## config.mk

```make
export PLATFORM = sky130hd
export DESIGN_NAME = seq_divider
export DESIGN_NICKNAME = d
export VERILOG_FILES = /design/src/rtl/seq_divider_pkg.sv /design/src/rtl/seq_divider_div_step.sv /design/src/rtl/seq_divider.sv
export SDC_FILE = /design/constraint.sdc
export NUM_CORES = 1
export LEC_CHECK = 0
export ABC_AREA = 1
export CAP_MARGIN = 10
export CORE_MARGIN = 2
export CORE_UTILIZATION = 58
export DETAILED_ROUTE_END_ITERATION = 6
export PLACE_DENSITY_LB_ADDON = 0.25
export SKIP_LAST_GASP = 1
export SLEW_MARGIN = 20
export SYNTH_ARGS = -nofsm -noshare
export SYNTH_HDL_FRONTEND = slang
export SYNTH_SLANG_ARGS = --single-unit
```

## constraint.sdc

```tcl
create_clock -name clk -period 4.1 [get_ports clk]
set_input_delay 0.41 -clock clk [delete_from_list [all_inputs] [get_ports clk]]
set_output_delay 0.41 -clock clk [all_outputs]
set_load 0.02 [all_outputs]
```

## src/rtl/seq_divider_pkg.sv

```systemverilog
// Shared definitions for the sequential restoring divider: state encoding and width constants.
package seq_divider_pkg;

   typedef enum logic [1:0] {
      IDLE = 2'd0,
      CALC = 2'd1,
      FIN  = 2'd2
   } div_state_t;

   localparam int unsigned DW_DEF = 16;
   localparam int unsigned VW_DEF = 8;
   localparam int unsigned CW     = $clog2(DW_DEF + 1);

   // Iteration counter width for an arbitrary dividend width.
   function automatic int unsigned cnt_width(input int unsigned dw);
      return $clog2(dw + 1);
   endfunction

endpackage

```

## src/rtl/seq_divider_div_step.sv

```systemverilog
// One restoring shift-subtract iteration; combinational so it can be reused in unrolled datapaths.
module seq_divider_div_step
   import seq_divider_pkg::*;
#(
   parameter int unsigned VW = VW_DEF
) (
   input  logic [VW:0]   r,
   input  logic          q_msb,
   input  logic [VW-1:0] d,
   output logic [VW:0]   r_next_c,
   output logic          q_bit_c
);

   logic [VW+1:0] shifted;
   logic [VW+1:0] dext;

   always_comb begin
      shifted = {r, q_msb};
      dext    = {2'b00, d};
      if (shifted >= dext) begin
         r_next_c = (VW+1)'(shifted - dext);
         q_bit_c  = 1'b1;
      end else begin
         r_next_c = shifted[VW:0];
         q_bit_c  = 1'b0;
      end
   end

endmodule

```

## src/rtl/seq_divider.sv

```systemverilog
// Multi-cycle unsigned restoring divider with start/busy/done handshake.
// Results and div_zero hold until the next accepted start.
module seq_divider
   import seq_divider_pkg::*;
#(
   parameter int unsigned DW = DW_DEF,
   parameter int unsigned VW = VW_DEF
) (
   input  logic          clk,
   input  logic          rst_n,
   input  logic          start,
   input  logic [DW-1:0] dividend,
   input  logic [VW-1:0] divisor,
   output logic [DW-1:0] quotient,
   output logic [VW-1:0] remainder,
   output logic          busy,
   output logic          done,
   output logic          div_zero
);

   localparam int unsigned CWI = cnt_width(DW);

   div_state_t      state, state_n;
   logic [DW-1:0]   q, q_n;
   logic [VW:0]     r, r_n;
   logic [VW-1:0]   d, d_n;
   logic [CWI-1:0]  cnt, cnt_n;
   logic [DW-1:0]   quotient_n;
   logic [VW-1:0]   remainder_n;
   logic            busy_n, done_n, div_zero_n;
   logic [VW:0]     r_step;
   logic            q_bit;

   seq_divider_div_step #(.VW(VW)) u_step (
      .r        (r),
      .q_msb    (q[DW-1]),
      .d        (d),
      .r_next_c (r_step),
      .q_bit_c  (q_bit)
   );

   always_ff @(posedge clk or negedge rst_n) begin
      if (!rst_n) begin
         state     <= IDLE;
         q         <= '0;
         r         <= '0;
         d         <= '0;
         cnt       <= '0;
         quotient  <= '0;
         remainder <= '0;
         busy      <= 1'b0;
         done      <= 1'b0;
         div_zero  <= 1'b0;
      end else begin
         state     <= state_n;
         q         <= q_n;
         r         <= r_n;
         d         <= d_n;
         cnt       <= cnt_n;
         quotient  <= quotient_n;
         remainder <= remainder_n;
         busy      <= busy_n;
         done      <= done_n;
         div_zero  <= div_zero_n;
      end
   end

   // Next-state and next-register logic; done is a single-cycle pulse by default.
   always_comb begin
      state_n     = state;
      q_n         = q;
      r_n         = r;
      d_n         = d;
      cnt_n       = cnt;
      quotient_n  = quotient;
      remainder_n = remainder;
      busy_n      = busy;
      done_n      = 1'b0;
      div_zero_n  = div_zero;

      case (state)
         IDLE: begin
            if (start) begin
               busy_n = 1'b1;
               if (divisor != '0) begin
                  q_n        = dividend;
                  r_n        = '0;
                  d_n        = divisor;
                  cnt_n      = CWI'(DW);
                  div_zero_n = 1'b0;
                  state_n    = CALC;
               end else begin
                  // Zero divisor skips iteration; FIN publishes the preloaded result.
                  q_n        = '1;
                  r_n        = {1'b0, dividend[VW-1:0]};
                  d_n        = '0;
                  cnt_n      = '0;
                  div_zero_n = 1'b1;
                  state_n    = FIN;
               end
            end
         end

         CALC: begin
            q_n   = {q[DW-2:0], q_bit};
            r_n   = r_step;
            cnt_n = cnt - CWI'(1);
            if (cnt == CWI'(1)) begin
               state_n = FIN;
            end
         end

         FIN: begin
            quotient_n  = q;
            remainder_n = r[VW-1:0];
            done_n      = 1'b1;
            busy_n      = 1'b0;
            state_n     = IDLE;
         end

         default: begin
            state_n = IDLE;
         end
      endcase
   end

endmodule

```

==> impl_metrics.tcl <==
set metrics [dict create \
    viasPerCell 5.26 \
    reg2reg_to "r[1]" \
    die_y_um 81.2 \
    path_buf_inv 2 \
    rsz0062_at_grt "no" \
    maxUsedRoutingLayer "met4" \
    status "completed" \
    num_rows 28 \
    diodes 0 \
    tightestPinTransition_ps 675 \
    critical_path_required_ps 4340 \
    core_um2 5850 \
    yosys-top-cells-area "dfrtp_1, nand2_1, o21ai_0" \
    slowest_stage "nand2_2" \
    maxSlewViolCount 0 \
    cts_setup_buffers 0 \
    drive_gt1_share_pct 7.38 \
    gp_congestion 0.836 \
    r2r_slack_ps 1900 \
    grt-ovfl-total 0 \
    antenna_found_initial 0 \
    startpoint "state[0]" \
    wire_per_inst_um 13.9 \
    wl_met2_mm 3.69 \
    clockRootBuffer "clkbuf_8" \
    ys_seq_area_share_pct 48.4 \
    fin_area_um2 4220 \
    dp_hpwl_mm 5.24 \
    yosysTopAreaCell "dfrtp_1" \
    layout_worst_path_cycle_share_pct 53.8 \
    synth.distinct_cells 31 \
    die_w_um 81.2 \
    nets 521 \
    synth_edf_count 0 \
    drt_iter0_markers 187 \
    final_util_pct 72.1 \
    wl_met3_um 384 \
    ant_nets 0 \
    cp-start-kind "flip-flop" \
    synth_commonest_cells "nand2_1, inv_1, o21ai_0" \
    min_path_type "input port to asynchronous set/reset pin" \
    grt_pass1_vias 2785 \
    critical_path_arrival_ps 2450 \
    path_class "flip-flop to flip-flop" \
    die_area_um2 6600 \
    setup_viol 0 \
    numPortBuffers 53 \
    drt-total-wl_mm 7.82 \
    clock-skew-final_ps 7.98 \
    cts_sinks 67 \
    slew_headroom_pct 55.0 \
    drc_errors 0 \
    slowest_delay_ps 590 \
    finalHoldViolations 0 \
    synth-async-reset-ratio_pct 100 \
    period_minus_slack_ps 2200 \
    wl_met1_mm 3.52 \
    r2r-start "state[0]" \
    initial_utilization_pct 59.2 \
    reg2regPathDepth 8 \
    yosysTopAreaCellShare_pct 48.4 \
    cp_cell_sequence "nand2_4 -> nand3_4 -> nand2_2 -> nand2_1 -> inv_1 -> nand3_1 -> nand2_1 -> inv_1" \
    path_clk_slew_ps 80 \
    first_pass_iters 5 \
    syn-num-nets 472 \
    syn_avg_cell_area_um2 7.97 \
    htree_levels 3 \
    cp_top_family "simple AND/OR/NAND/NOR gates" \
    ios 54 \
    cts_resized 0 \
    clockBufferDepth 2 \
    max_cap_viol_count 0 \
    area_growth_pct 21.9 \
    placed_cell_area_um2 4010 \
    p_leak_nw 2.14 \
    grt_usage_pct 26.1 \
    cts_tree "built" \
    clk-insertion-delay-late_ps 350 \
    vias 2961 \
    endpoint_kind "flip-flop" \
    ir_worst_vdd_mv 0.698 \
    powerDensity_nw_per_um2 940 \
    grt_pass1_wl_mm 13.0 \
    yosys_warnings 0 \
    tns_ps 0 \
    grt_max_degree 50 \
    ys_seq_elements 67 \
    yosysMostFrequentCell "nand2_1" \
    numCtsBuffers 9 \
    critical_path_peak_fanout 36 \
    cts_hold_buf 0 \
    synth_area_um2 3460 \
    max_freq_mhz 454 \
    synthesis.instances 434 \
    synthFlopType "dfrtp_1" \
]
## flip-flops by register name, indices dropped and copies added, names as in the netlist
name and flops:
q 16, cnt 5, quotient 16, done 1, remainder 8, div_zero 1
state 2, busy 1, d 8, r 9
## routing by layer
metal / vias up / GRT usage, %
li1: 1468 / -
met1: 1379 / 35.0
met2: 91 / 40.2
met3: 23 / 5.00
met4: 0 / 13.7
met5: - / 0
## cells in the final DEF, fill, tap and decap left out
cell	netlist	routed
nor2_2	1	1
xor2_1	3	3
clkinv_2	0	2
o21ai_0	71	71
a31oi_1	2	2
nand3_1	27	27
inv_2	6	6
ha_1	10	10
a21oi_1	4	4
nand3b_1	1	1
nand2_4	1	1
nand2_1	104	104
clkbuf_8	0	9
or2_4	1	1
a21oi_2	1	1
nand3_4	1	1
dfrtp_1	67	67
nand2_2	3	3
mux2i_1	1	1
clkinvlp_4	0	1
o21ai_1	8	8
fa_1	1	1
nor2_1	13	13
o22ai_1	4	4
bufinv_16	0	2
o21ai_2	1	1
inv_1	74	74
buf_4	3	2
nand3_2	2	2
nand4_1	5	5
nor2_4	3	3
or2_1	1	1
clkbuf_1	7	2
clkdlybuf4s50_1	0	52
xnor2_1	2	2
## per-stage QoR
stage | hold WS, ps | power [mW] | cells | setup WS [ps]
floorplan | 114 | 2.74 | 434 | 2270
detailed placement | 470 | 3.33 | 547 | 1790
global placement | 462 | 3.24 | 547 | 1860
CTS | 303 | 3.97 | 563 | 1880
global route | 125 | 4.34 | 563 | 1670
finish | 78.2 | 3.97 | 563 | 1900
## worst max-delay path by stage
stage / endpoint / slack (ps) / cells after the start
finish: r[1] / 1900 / 8
global route: r[1] / 1670 / 8
CTS: r[1] / 1880 / 8
detailed placement: r[2] / 1790 / 8
global placement: r[2] / 1860 / 8
floorplan: r[1] / 2270 / 14
## cell type report
type	count	area [um^2]
clock inverter	5	77.6
tap	75	93.8
fill	473	1630
inverter	80	300
sequential	67	1680
timing repair buffer	54	536
multi-input combinational	271	1410
clock buffer	11	131
## where the power goes
group | total (mW) | internal (mW) | switching, mW
registers | 1.17 | 0.991 | 0.177
logic | 2.21 | 0.836 | 1.37
clock network | 0.595 | 0.341 | 0.254
## kinds of logic (layout without fill, tap and decap cells)
logic type	Yosys count	in the layout	share of synthesized area, %
xor gates and xnor gates	5	5	1.27
DFF	67	67	48.4
muxes	1	1	0.289
adders and majority gates	11	11	4.19
AOI/OAI and AO/OA	91	91	13.6
and+or+nand+nor	163	163	21.3
buffers and inverters	96	150	11.0
(Power assumes the default switching activity.)
